===== src/rtl/ahb_pkg.sv =====
// ============================================================================
// Module      : ahb_pkg
// Description : Shared AHB-Lite definitions for the interconnect: HTRANS
//               encodings, arbiter state type and the master-count ceiling.
// Revision    : 1.0 - initial release
// ============================================================================
`default_nettype none

package ahb_pkg;

  // HTRANS encodings
  localparam logic [1:0] IDLE   = 2'b00;
  localparam logic [1:0] BUSY   = 2'b01;
  localparam logic [1:0] NONSEQ = 2'b10;
  localparam logic [1:0] SEQ    = 2'b11;

  // Upper bound on the number of masters one arbiter can serve
  localparam int MAX_MASTERS = 26;

  // Address-phase arbiter state
  typedef enum logic [1:0] {
    ST_PARK = 2'd0,
    ST_OWN  = 2'd1,
    ST_LOCK = 2'd2
  } arb_state_e;

endpackage

`default_nettype wire


===== src/rtl/rr_pick.sv =====
// ============================================================================
// Module      : rr_pick
// Description : Combinational round-robin one-hot picker. Searches req
//               starting just above the one-hot last winner ptr and wraps.
//               gnt is zero when nothing is requesting.
// Ports       : req [NM] - request vector
//               ptr [NM] - one-hot last winner
//               gnt [NM] - one-hot grant
// Revision    : 1.0 - initial release
// ============================================================================
`default_nettype none

module rr_pick #(
  parameter int NM = 4
) (
  input  logic [NM-1:0] req,
  input  logic [NM-1:0] ptr,
  output logic [NM-1:0] gnt
);

  localparam logic [NM-1:0] c_one = NM'(1);

  logic [NM-1:0] w_mask;
  logic [NM-1:0] w_hi;
  logic [NM-1:0] w_sel;

  // Bits strictly above the last winner; an all-zero ptr selects none,
  // which degenerates to a plain lowest-index pick.
  assign w_mask = ~(ptr | (ptr - c_one));
  assign w_hi   = req & w_mask;
  // Prefer requesters above ptr, otherwise wrap to the full vector
  assign w_sel  = (|w_hi) ? w_hi : req;
  // Isolate the lowest set bit
  assign gnt    = w_sel & (~w_sel + c_one);

endmodule

`default_nettype wire


===== src/rtl/ahb_master_arbiter.sv =====
// ============================================================================
// Module      : ahb_master_arbiter
// Description : Round-robin AHB-Lite address-phase arbiter for NM masters
//               (legal range 2..MAX_MASTERS). Produces one-hot select vectors
//               for the address/control mux and the write-data mux, and a
//               per-master HREADY that stalls ungranted requesters.
// Ports       : hclk        - bus clock
//               hrst        - asynchronous active-high reset
//               htrans_m    - packed HTRANS, master i at [2i+1:2i]
//               hmastlock_m - HMASTLOCK per master
//               hready      - HREADY from the shared slave side
//               addr_sel    - one-hot address-phase grant
//               data_sel    - one-hot data-phase owner
//               hready_m    - HREADY presented to each master
// Config      : AHB_ARB_LOCK_EN - when defined, hmastlock_m is honoured and
//               the LOCK state is reachable; otherwise only SEQ/BUSY bursts
//               hold the grant.
// Revision    : 1.0 - initial release
// ============================================================================
`default_nettype none

module ahb_master_arbiter
  import ahb_pkg::*;
#(
  parameter int NM = 4
) (
  input  logic            hclk,
  input  logic            hrst,
  input  logic [2*NM-1:0] htrans_m,
  input  logic [NM-1:0]   hmastlock_m,
  input  logic            hready,
  output logic [NM-1:0]   addr_sel,
  output logic [NM-1:0]   data_sel,
  output logic [NM-1:0]   hready_m
);

  arb_state_e    r_state;
  logic [NM-1:0] r_addr_sel;
  logic [NM-1:0] r_data_sel;

  logic [NM-1:0] w_req;
  logic [NM-1:0] w_gnt;
  logic [NM-1:0] w_hready_m;
  logic [1:0]    w_own_trans;
  logic          w_own_lock;
  logic          w_hold;

  // Request vector and owner's HTRANS (OR-mux over the one-hot owner)
  always_comb begin
    w_req       = '0;
    w_own_trans = IDLE;
    for (int i = 0; i < NM; i++) begin
      w_req[i] = htrans_m[2*i+1];
      if (r_addr_sel[i]) begin
        w_own_trans = w_own_trans | htrans_m[2*i +: 2];
      end
    end
  end

`ifdef AHB_ARB_LOCK_EN
  assign w_own_lock = |(hmastlock_m & r_addr_sel);
`else
  logic w_unused_lock;
  assign w_own_lock    = 1'b0;
  assign w_unused_lock = ^hmastlock_m;
`endif

  // The grant may not move while a burst continues or a locked sequence runs
  assign w_hold = (w_own_trans == SEQ) || (w_own_trans == BUSY) ||
                  (r_state == ST_LOCK) || w_own_lock;

  // The current owner doubles as the round-robin pointer
  rr_pick #(
    .NM (NM)
  ) u_rr_pick (
    .req (w_req),
    .ptr (r_addr_sel),
    .gnt (w_gnt)
  );

  always_ff @(posedge hclk or posedge hrst) begin
    if (hrst) begin
      r_state    <= ST_PARK;
      r_addr_sel <= NM'(1);
      r_data_sel <= '0;
    end else if (hready) begin
      // An empty w_gnt means nobody requests: keep the parked owner
      if (!w_hold && (|w_gnt)) begin
        r_addr_sel <= w_gnt;
      end
      // Only NONSEQ/SEQ carry a data phase
      r_data_sel <= w_own_trans[1] ? r_addr_sel : '0;

      case (r_state)
        ST_PARK: begin
          if (|w_req) r_state <= ST_OWN;
        end
        ST_OWN: begin
          if (w_own_lock)   r_state <= ST_LOCK;
          else if (!(|w_req)) r_state <= ST_PARK;
        end
        ST_LOCK: begin
          if (!w_own_lock && !w_own_trans[0]) r_state <= ST_OWN;
        end
        default: r_state <= ST_PARK;
      endcase
    end
  end

  // Owners see the slave's HREADY; ungranted requesters are stalled
  always_comb begin
    w_hready_m = '1;
    for (int i = 0; i < NM; i++) begin
      if (r_addr_sel[i] || r_data_sel[i]) w_hready_m[i] = hready;
      else                                w_hready_m[i] = ~w_req[i];
    end
  end

  assign addr_sel = r_addr_sel;
  assign data_sel = r_data_sel;
  assign hready_m = w_hready_m;

endmodule

`default_nettype wire


===== config.mk =====
export PLATFORM = sky130hd
export DESIGN_NAME = ahb_master_arbiter
export DESIGN_NICKNAME = d
export VERILOG_FILES = /design/src/rtl/ahb_pkg.sv /design/src/rtl/rr_pick.sv /design/src/rtl/ahb_master_arbiter.sv
export SDC_FILE = /design/constraint.sdc
export NUM_CORES = 1
export LEC_CHECK = 0
export CAP_MARGIN = 20
export CORE_MARGIN = 5
export CORE_UTILIZATION = 40
export DETAILED_ROUTE_END_ITERATION = 7
export MAX_ROUTING_LAYER = met4
export PLACE_DENSITY = 0.81
export SLEW_MARGIN = 30
export SYNTH_ARGS = -nofsm -noshare
export SYNTH_HDL_FRONTEND = slang
export SYNTH_HIERARCHICAL = 1
export SYNTH_SLANG_ARGS = --single-unit

===== constraint.sdc =====
create_clock -name hclk -period 3.27 [get_ports hclk]
set_clock_uncertainty 0.15 [all_clocks]
set_input_delay 0.4905 -clock hclk [delete_from_list [all_inputs] [get_ports hclk]]
set_output_delay 0.4905 -clock hclk [all_outputs]
set_load 0.05 [all_outputs]

==> results.md <==
- Outcome: completed
- Cell at the root of the clock tree: clkbuf_4
- Max Slew Vio Count: 0
- Vias in the first global route: approximately 570
- Gr usage total: 17.4%
- Sink count of the clock tree: 8
- Share of cells above drive strength 1: about an eighth
- Initial drt markers: 22
- Area contributors post-synth: dfrtp_1, mux2_2, nor2_1
- Worst-case register-to-register setup slack: slightly below 0.9 ns
- Synthesized Nets: between 70 and 80
- Mean cell area of the mapped netlist: approximately 8.3 sq um
- Height of the chip: 46.3 microns
- Clock Path Buffers: 2
- PwrDens: 1010 mW/mm^2
- RSZ-0062 raised after global routing: false
- Number of nets in the finished design: ~110
- Number of CTS-inserted buffers: 3
- Effective utilization at floorplan: 41.6%
- Count of distinct cell types in the synthesized netlist: 21
- P_leak: between 0.0003 and 0.0004 uW
- Post-route fraction of the period consumed by the critical path: roughly 85%
- Post-CTS setup-driven buffer insertion count: 0
- Number of filler instances in the final layout: between 100 and 150
- R2r worst-path depth: 6
- Worst-path fanout max: 7
- Post-detailed-placement half-perimeter wirelength: about 1200 microns
- Cell total after placement: approximately 100
- Launching point of the worst reg2reg path: addr_sel[2]
- Post-synthesis sequential element count: 8
- Number of failing hold endpoints at the final stage: 0
- Crit-path cells: clkdlybuf4s50_1 > nor2_1 > a21oi_1 > clkdlybuf4s50_1
- Cell count after synthesis: 64
- Pin count of the biggest net entering global routing: 12
- Tmin final: 2.78 ns
- Peak supply drop: about 720 uV
- Clock share of power: under 10%
- Share of power burned in combinational logic: 65.3%
- CP Capture Type: output pin
- Number of warnings issued by yosys: 6
- Area inside the core boundary: 0.00127 sq mm
- Number of antenna diodes: 0
- Last weighted congestion value of the routability-driven placer: 0.814
- Top sig layer: met4
- Highest-delay cell along the critical path: clkdlybuf4s50_1
- Via count of the routed design: approximately 590
- Final setup violation count: 0
- Area added between synthesis and finish: 52.4%
- Slew @ Worst Pin: between 0.5 and 0.6 ns
- CTS resizes: 0
- Max-cap viol count: 0
- Routed length on met3: 80 microns
- Clock slew at the register clock pins of the worst setup and hold paths: roughly 0.060 ns
- TritonCTS clock tree: yes
- Most frequent standard cell in the layout excluding fill and tap cells: clkdlybuf4s50_1
- Area enclosed by the die boundary: between 0.002 and 0.0025 sq mm
- Met2 wire len: between 700 and 800 microns
- CP dominant cell by count: clkdlybuf4s50_1
- Num ports: 27
- Power dissipated by switching net loads: about 430 uW
- Floorplan die width: between 40 and 50 microns
- Post-Syn Area: roughly 530 sq um
- Sum of negative setup slack: 0 ns
- Switching share of power: 52.7%
- Num rows: 13
- First-pass GRT wire length: between 2000 and 3000 microns
- Count of hold buffers inserted by post-cts repair: 0
- Dominant cell type by area after synthesis: dfrtp_1
- Arrival time of the worst setup path: 2.14 ns
- Port bufs: 22
- Internal power component: a little under 400 uW
- Worst slew margin: between 60 and 70%
- Crit-path max cell delay: just over 0.8 ns
- Number of design rule violations left after detail routing: 0
- Maximum level of the CTS H-tree: 1
- Wire length the detailed router placed on met1: 725 microns
- GR Overflow Total: 0
- Non-filler cells, final: roughly 110
- Worst setup SP type: input port
- Initial DRT Pass Iterations: 5
- Share of total power in sequential cells: between 20% and 30%
- Hold/Removal Path Class: in2async
- Destination of the worst register-to-register timing path: addr_sel[2]
- Routed WL: around 1600 microns
- Leading cell types in the layout, fill and taps excluded: clkdlybuf4s50_1, nor2_1, dfrtp_1
- Later-pin clock latency in the skew report: approximately 0.24 ns
- Highest clock rate: between 300 and 400 MHz
- Final routed wire length divided by cell count: roughly 15 microns
- Required time at the endpoint of the critical path: ~2.6 ns
- Critical Setup Path Class: in2out
- Routed Antenna Nets: 0
- Antenna violations before repair: 0
- Sequential share of the synthesized area: 38.2%
- Area share of the leading cell type in the synthesized netlist: between 30% and 40%
- Detail-routed via count per cell: 5.56
## cell families after synthesis
group	after synthesis	share of synthesized area [%]
compound gates	19	23.9
buf+inv	7	4.98
flops	8	38.2
mux	4	8.53
simple gates	26	24.4
## worst max path at each step
stage / startpoint / to / slack [ns] / cells past startpoint
6_report: hready / hready_m[2] / 0.49 / 4
5_1_grt: hready / hready_m[2] / 0.38 / 4
4_1_cts: hready / hready_m[2] / 0.49 / 4
3_5_place_dp: htrans_m[5] / addr_sel[2] / 0.31 / 7
3_3_place_gp: htrans_m[5] / addr_sel[1] / 0.32 / 7
2_1_floorplan: addr_sel[3] / addr_sel[1] / 0.79 / 6
## registers in the layout, indices dropped and copies added, names as in the netlist
signal	flops
addr_sel	4
data_sel	4
## cell type report
type | instances | area [sq um] | area share (%)
multi-input combinational | 49 | 300 | 37.3
tap | 15 | 18.8 | 2.33
timing repair buffer | 24 | 235 | 29.2
clock buffer | 4 | 26.3 | 3.27
sequential | 8 | 201 | 25.0
inverter | 6 | 22.5 | 2.80
## synth_stat cells, drive strengths merged
cell / count
inv: 6
nor2: 11
mux2: 4
o21a: 2
o311a: 1
dfstp: 1
dfrtp: 7
nand4: 1
nor3: 1
o21ai: 1
clkbuf: 1
a21oi: 6
nand3b: 2
a21boi: 1
o22ai: 5
a222oi: 2
nand2b: 3
nor2b: 1
nand2: 6
or4: 1
o31ai: 1
## through the flow
step	worst slack (ns)	cell area, sq um	total power [uW]	hold WS (ns)	utilization, %
floorplan	0.789	528	556	0.155	-
detailed placement	0.314	778	733	0.394	61.3
finish	0.489	805	815	0.329	63.4
global placement	0.323	778	721	0.388	61.3
CTS	0.489	805	816	0.338	63.4
global route	0.383	805	864	0.358	63.4
## metal layers
metal	vias up	track usage [%]
met5	-	-
met3	6	3.91
met4	0	7.39
met2	24	23.9
met1	275	24.1
li1	284	-
## worst max-delay path: cells and delay by family
kind / cells / cell delay, ns
compound gates: 1 / 0.15
buf+inv: 2 / 1.41
simple gates: 1 / 0.08
## power groups by stage
stage          combinational (uW)  clock (uW)  sequential, uW
5_1_grt                       565        89.1             210
3_3_place_gp                  522           0             199
3_5_place_dp                  530           0             203
4_1_cts                       533        82.4             200
2_1_floorplan                 254           0             302
6_report                      532        80.1             203
(Power assumes the default switching activity.)
